==> src/rtl/riscv_pkg.sv <==
// Shared RV64 pipeline definitions: datapath widths, ALU op encodings and the
// EX/MEM payload record carried between the execute and memory stages.
package riscv_pkg;

    localparam int XLEN = 64;
    localparam int REGW = 5;

    typedef enum logic [3:0] {
        ALU_AND = 4'd0,
        ALU_OR  = 4'd1,
        ALU_ADD = 4'd2,
        ALU_SUB = 4'd6,
        ALU_SLT = 4'd7,
        ALU_NOR = 4'd12
    } alu_op_e;

    typedef struct packed {
        logic [XLEN-1:0] alu_result;
        logic [XLEN-1:0] rs2_data;
        logic [XLEN-1:0] branch_target;
        logic [REGW-1:0] rd;
        logic            reg_write;
        logic            mem_read;
        logic            mem_write;
        logic            mem_to_reg;
        logic            branch_taken;
    } ex_mem_t;

    localparam int EX_MEM_W = $bits(ex_mem_t);

    typedef enum logic [1:0] {
        SKID_EMPTY = 2'd0,
        SKID_ONE   = 2'd1,
        SKID_TWO   = 2'd2
    } skid_state_e;

    // Branch outcome is fixed when the beat is captured, never re-evaluated later.
    function automatic ex_mem_t pack_ex_mem(
        input logic [XLEN-1:0] alu_result,
        input logic            zero,
        input logic [XLEN-1:0] rs2_data,
        input logic [REGW-1:0] rd,
        input logic            reg_write,
        input logic            mem_read,
        input logic            mem_write,
        input logic            mem_to_reg,
        input logic            branch,
        input logic [XLEN-1:0] branch_target
    );
        ex_mem_t pkt;
        pkt.alu_result    = alu_result;
        pkt.rs2_data      = rs2_data;
        pkt.branch_target = branch_target;
        pkt.rd            = rd;
        pkt.reg_write     = reg_write;
        pkt.mem_read      = mem_read;
        pkt.mem_write     = mem_write;
        pkt.mem_to_reg    = mem_to_reg;
        pkt.branch_taken  = branch & zero;
        return pkt;
    endfunction

endpackage

==> src/rtl/pipe_skid_buf.sv <==
// Generic 2-entry skid buffer: main register drives the output, skid register
// absorbs the one beat that can arrive while ready is still registered high.
module pipe_skid_buf #(
    parameter int WIDTH = 8
) (
    input  logic             clk,
    input  logic             reset,
    input  logic             in_valid,
    output logic             in_ready,
    input  logic [WIDTH-1:0] in_data,
    input  logic             flush,
    output logic             out_valid,
    input  logic             out_ready,
    output logic [WIDTH-1:0] out_data
);
    import riscv_pkg::*;

    skid_state_e      state;
    skid_state_e      state_next;
    logic [WIDTH-1:0] main_q;
    logic [WIDTH-1:0] skid_q;
    logic             valid_q;
    logic             ready_q;
    logic             accept;
    logic             emit;
    logic             load_main_in;
    logic             load_main_skid;
    logic             load_skid;

    assign accept = in_valid && ready_q;
    assign emit   = valid_q && out_ready;

    always_comb begin
        // NOTE: every signal driven here gets a default first so no latch is inferred.
        state_next     = state;
        load_main_in   = 1'b0;
        load_main_skid = 1'b0;
        load_skid      = 1'b0;
        if (flush) begin
            // Incoming beat is swallowed; an emit this cycle still completes downstream.
            state_next = SKID_EMPTY;
        end else begin
            unique case (state)
                SKID_EMPTY: begin
                    if (accept) begin
                        state_next   = SKID_ONE;
                        load_main_in = 1'b1;
                    end
                end
                SKID_ONE: begin
                    if (accept && emit) begin
                        load_main_in = 1'b1;
                    end else if (accept) begin
                        state_next = SKID_TWO;
                        load_skid  = 1'b1;
                    end else if (emit) begin
                        state_next = SKID_EMPTY;
                    end
                end
                SKID_TWO: begin
                    if (emit) begin
                        state_next     = SKID_ONE;
                        load_main_skid = 1'b1;
                    end
                end
                default: state_next = SKID_EMPTY;
            endcase
        end
    end

    // valid/ready are flops of the next state so neither has a combinational path.
    always_ff @(posedge clk or posedge reset) begin
        // NOTE: sequential state uses non-blocking assignments so all flops update together.
        if (reset) begin
            state   <= SKID_EMPTY;
            valid_q <= 1'b0;
            ready_q <= 1'b1;
        end else begin
            state   <= state_next;
            valid_q <= (state_next != SKID_EMPTY);
            ready_q <= (state_next != SKID_TWO);
        end
    end

    always_ff @(posedge clk or posedge reset) begin
        // NOTE: payload storage is reset too, so outputs are never X after reset.
        if (reset) begin
            main_q <= '0;
            skid_q <= '0;
        end else begin
            if (load_main_in) begin
                main_q <= in_data;
            end else if (load_main_skid) begin
                main_q <= skid_q;
            end
            if (load_skid) begin
                skid_q <= in_data;
            end
        end
    end

    assign in_ready  = ready_q;
    assign out_valid = valid_q;
    assign out_data  = main_q;

endmodule

==> src/rtl/ex_mem_reg.sv <==
// EX/MEM pipeline register: packs the ALU beat, resolves the branch at capture
// time, buffers it through an elastic skid stage and counts back-pressure cycles.
module ex_mem_reg #(
    parameter int XLEN = riscv_pkg::XLEN,
    parameter int REGW = riscv_pkg::REGW,
    parameter int CNTW = 32
) (
    input  logic            clk,
    input  logic            reset,
    input  logic            in_valid,
    output logic            in_ready,
    input  logic [XLEN-1:0] alu_result,
    input  logic            zero,
    input  logic [XLEN-1:0] rs2_data,
    input  logic [REGW-1:0] rd,
    input  logic            reg_write,
    input  logic            mem_read,
    input  logic            mem_write,
    input  logic            mem_to_reg,
    input  logic            branch,
    input  logic [XLEN-1:0] branch_target,
    input  logic            flush,
    output logic            out_valid,
    input  logic            out_ready,
    output logic [XLEN-1:0] out_alu_result,
    output logic [XLEN-1:0] out_rs2_data,
    output logic [XLEN-1:0] out_branch_target,
    output logic [REGW-1:0] out_rd,
    output logic            out_reg_write,
    output logic            out_mem_read,
    output logic            out_mem_write,
    output logic            out_mem_to_reg,
    output logic            out_branch_taken,
    output logic [CNTW-1:0] stall_cycles
);
    import riscv_pkg::*;

    ex_mem_t         in_pkt;
    ex_mem_t         out_pkt;
    logic [CNTW-1:0] stall_q;

    assign in_pkt = pack_ex_mem(alu_result, zero, rs2_data, rd, reg_write, mem_read,
                                mem_write, mem_to_reg, branch, branch_target);

    pipe_skid_buf #(
        .WIDTH (EX_MEM_W)
    ) u_skid (
        .clk       (clk),
        .reset     (reset),
        .in_valid  (in_valid),
        .in_ready  (in_ready),
        .in_data   (in_pkt),
        .flush     (flush),
        .out_valid (out_valid),
        .out_ready (out_ready),
        .out_data  (out_pkt)
    );

    // Saturating counter; flush deliberately leaves it alone so stalls stay visible.
    always_ff @(posedge clk or posedge reset) begin
        if (reset) begin
            stall_q <= '0;
        end else if (out_valid && !out_ready && (stall_q != '1)) begin
            stall_q <= stall_q + CNTW'(1);
        end
    end

    assign stall_cycles      = stall_q;
    assign out_alu_result    = out_pkt.alu_result;
    assign out_rs2_data      = out_pkt.rs2_data;
    assign out_branch_target = out_pkt.branch_target;
    assign out_rd            = out_pkt.rd;
    assign out_reg_write     = out_pkt.reg_write;
    assign out_mem_read      = out_pkt.mem_read;
    assign out_mem_write     = out_pkt.mem_write;
    assign out_mem_to_reg    = out_pkt.mem_to_reg;
    assign out_branch_taken  = out_pkt.branch_taken;

endmodule
==> config.mk <==
export PLATFORM = sky130hd
export DESIGN_NAME = ex_mem_reg
export DESIGN_NICKNAME = d
export VERILOG_FILES = /design/src/rtl/riscv_pkg.sv /design/src/rtl/pipe_skid_buf.sv /design/src/rtl/ex_mem_reg.sv
export SDC_FILE = /design/constraint.sdc
export NUM_CORES = 1
export LEC_CHECK = 0
export BUFFER_PORTS_ARGS = -buffer_cell sky130_fd_sc_hd__buf_2
export CORE_MARGIN = 2
export CORE_UTILIZATION = 30
export DETAILED_ROUTE_END_ITERATION = 8
export PLACE_DENSITY_LB_ADDON = 0.3
export SLEW_MARGIN = 20
export SYNTH_ARGS = -nofsm -noshare
export SYNTH_HDL_FRONTEND = slang
export SYNTH_HIERARCHICAL = 1
export SYNTH_SLANG_ARGS = --single-unit
==> constraint.sdc <==
create_clock -name clk -period 12.37 [get_ports clk]
set_clock_uncertainty 0.1 [all_clocks]
set_input_delay 1.8555 -clock clk [delete_from_list [all_inputs] [get_ports clk]]
set_output_delay 1.8555 -clock clk [all_outputs]
set_load 0.02 [all_outputs]
==> results.json <==
{
  "outcome": "finished, final reports clean",
  "drc": 0,
  "crit_top_cell": "buf_4",
  "area_delta_synth_final_pct": 22.1,
  "antenna_found_initial": 20,
  "setup_viol": 0,
  "cts_tree": "yes",
  "relSlewSlack_pct": 23.2,
  "cp_slowest_stage_delay_ps": 790,
  "fmax_mhz": 211,
  "grt_pass1_vias": 16600,
  "whs_ps": 392,
  "die_y_um": 261,
  "hold_violations": 0,
  "initial_core_util_pct": 30.3,
  "min_period_ps": 4750,
  "drv_slew": 0,
  "worstPathRequired_ps": 12730,
  "crit_arrival_ps": 5110,
  "power_leakage_nw": 10.1,
  "fin_nets": 2310,
  "synth_seq_cells": 440,
  "netlist_area_um2": 19900,
  "drtAntennaViolNets": 0,
  "clock_latency_ps": 580,
  "top_usage_layer": "met2",
  "yosysMostFrequentCell": "dfrtp_1",
  "grtUsageMet3_pct": 4.33,
  "cts_buffer_depth": 3,
  "synth_ff_type": "dfrtp_1",
  "yosysWarningCount": 6,
  "synth_edf_count": 0,
  "tightest_slew_ps": 1150,
  "comb_power_share_pct": 22.3,
  "clk_pin_slew_ps": 60,
  "place_area_um2": 22500,
  "synth_nets": 1973,
  "cts_buffers": 51,
  "grt_overflow": 0,
  "fp-row-count": 94,
  "clockPowerShare_pct": 32.8,
  "die-area_um2": 68400,
  "yosys-top-cells-count": "dfrtp_1 (439), nor3_1 (208), a31oi_1 (203)",
  "final_area_um2": 24300,
  "internal_power_mw": 3.19,
  "pwr-share-seq_pct": 44.9,
  "rsz0062_at_grt": "no",
  "crit_fanout": 113,
  "drt_first_pass_iters": 5,
  "ir_drop_v": 0.000120,
  "cap_viol_max_count": 0,
  "io_pins": 444,
  "synth_async_sr_flop_share_pct": 100,
  "htree_num_levels": 2,
  "powerDensity_nw_per_um2": 192,
  "path_cells": "clkbuf_8 > and4bb_2 > nand2_4 > buf_4 > buf_4 > mux2_1",
  "grtUsageMet2_pct": 28.7,
  "gp_congestion": 0.837,
  "sw_frac_of_total_pct": 31.7,
  "syn_inst": 1764,
  "core_um2": 65700,
  "setup.worst_path.class": "input pin to flip-flop",
  "fin_crit_sh_pct": 38.4,
  "die_w_um": 261,
  "synth.top_cell.area_share_pct": 55.2,
  "grt_usage_pct": 17.6,
  "first_iter_violations": 1164,
  "worst_path_max_delay_cell": "buf_4",
  "wl_per_cell_um": 20.5,
  "critical_path.startpoint_type": "input pin",
  "portBuffers": 443,
  "grtUsageMet1_pct": 22.5,
  "via_count": 16200,
  "end_kind": "flip-flop",
  "yosys.area.top_type": "dfrtp_1",
  "cts-hold-fix-buffers": 0,
  "root_buffer": "clkbuf_16",
  "tns_ps": 0,
  "avgSynthCellArea_um2": 11.3,
  "cts.sinks": 440,
  "grt_start_max_net_pins": 184,
  "drive_above_1_share_pct": 27.5,
  "wl_um": 61900,
  "yosysSeqAreaShare_pct": 55.4,
  "grt_pass1_wl_um": 96400,
  "cts_resized": 0,
  "hp-class": "flip-flop to flip-flop",
  "dpl.hpwl_um": 37000,
  "cts_setup_buffers": 0,
  "synthTopCellsByArea": "dfrtp_1 (55%), mux2_1 (10%), nand3b_1 (7.6%)",
  "vias_per_cell": 5.35,
  "p_sw_mw": 1.48,
  "ys_types": 48
}
==> through the flow <==
step | worst slack, ps | cells | utilization [%] | power [mW]
after detailed placement | 6950 | 2911 | 34.3 | 3.16
after floorplan | 4920 | 1764 | - | 2.74
after global routing | 7420 | 3016 | 36.9 | 4.92
after CTS | 7600 | 3006 | 36.9 | 4.73
after global placement | 6980 | 2911 | 34.3 | 3.11
final | 7620 | 3018 | 36.9 | 4.66
==> worst max-delay path: cells and delay by family <==
family / cells / cell delay, ps
AND/OR/NAND/NOR: 2 / 840
buffers and inverters: 3 / 1920
multiplexers: 1 / 390
==> registers in the layout (all words and copies together) (netlist names) <==
| signal | flops |
|---|---|
| u_skid/skid_q | 202 |
| u_skid/out_data | 202 |
| u_skid/in_ready | 1 |
| u_skid/state | 2 |
| stall_cycles | 32 |
| u_skid/out_valid | 1 |
==> cell usage in the layout, fill, tap and decap left out, types with 3 or more instances in the layout <==
| cell type | instances |
|---|---|
| buf_2 | 442 |
| dfrtp_1 | 439 |
| nor3_1 | 208 |
| a31oi_1 | 203 |
| o21ai_0 | 202 |
| nand3b_1 | 202 |
| mux2_1 | 181 |
| clkbuf_16 | 51 |
| mux2_2 | 22 |
| xnor2_1 | 20 |
| buf_4 | 20 |
| clkbuf_8 | 16 |
| nand4_1 | 14 |
| nand2_1 | 14 |
| diode_2 | 11 |
| nor2_1 | 11 |
| clkbuf_1 | 10 |
| xor2_1 | 9 |
| clkinv_2 | 9 |
| nand3_1 | 6 |
| and3_1 | 6 |
| a21oi_1 | 6 |
| inv_1 | 4 |
| inv_6 | 3 |
| clkinvlp_4 | 3 |
| bufinv_16 | 3 |
==> cells by family after synthesis <==
family | share of synthesized area (%)
buffers and inverters | 4.70
adders and majority gates | 0.0629
and+or+nand+nor | 15.2
AOI/OAI and AO/OA | 11.9
muxes | 11.5
DFF | 55.4
xor gates and xnor gates | 1.28
==> area by class of cell <==
type,instances,area (um^2)
sequential,440,11000
fill,6487,41500
multi-input combinational,1137,7990
antenna,11,27.5
tap,864,1080
timing repair buffer,466,2440
clock inverter,19,194
inverter,5,22.5
clock buffer,76,1520
==> power by group through the flow <==
| stage | Sequential, mW | Combinational, mW | Clock, mW |
|---|---|---|---|
| after global placement | 2.09 | 1.02 | 0 |
| after CTS | 2.09 | 1.05 | 1.59 |
| final | 2.09 | 1.04 | 1.53 |
| after global routing | 2.14 | 1.13 | 1.64 |
| after floorplan | 2.28 | 0.459 | 0 |
| after detailed placement | 2.11 | 1.05 | 0 |
==> metal layers <==
metal	part of all wire [%]	up-vias
met5	0.20	-
met4	3.1	20
met3	6.7	141
met2	48	534
met1	42	8236
li1	-	7221
==> worst paths after layout <==
path	cells after the start	slack, ps	to	startpoint
max	6	7620	u_skid/skid_q[36]	flush
min	1	390	u_skid/skid_q[189]	u_skid/skid_q[189]
max reg2reg	5	8970	u_skid/skid_q[36]	u_skid/state[1]
min reg2reg	1	390	u_skid/skid_q[189]	u_skid/skid_q[189]
max in group asynchronous	5	9080	u_skid/out_data[79]	reset
min in group asynchronous	3	1300	stall_cycles[16]	reset
No activity file was read; power rests on OpenSTA's default activity.
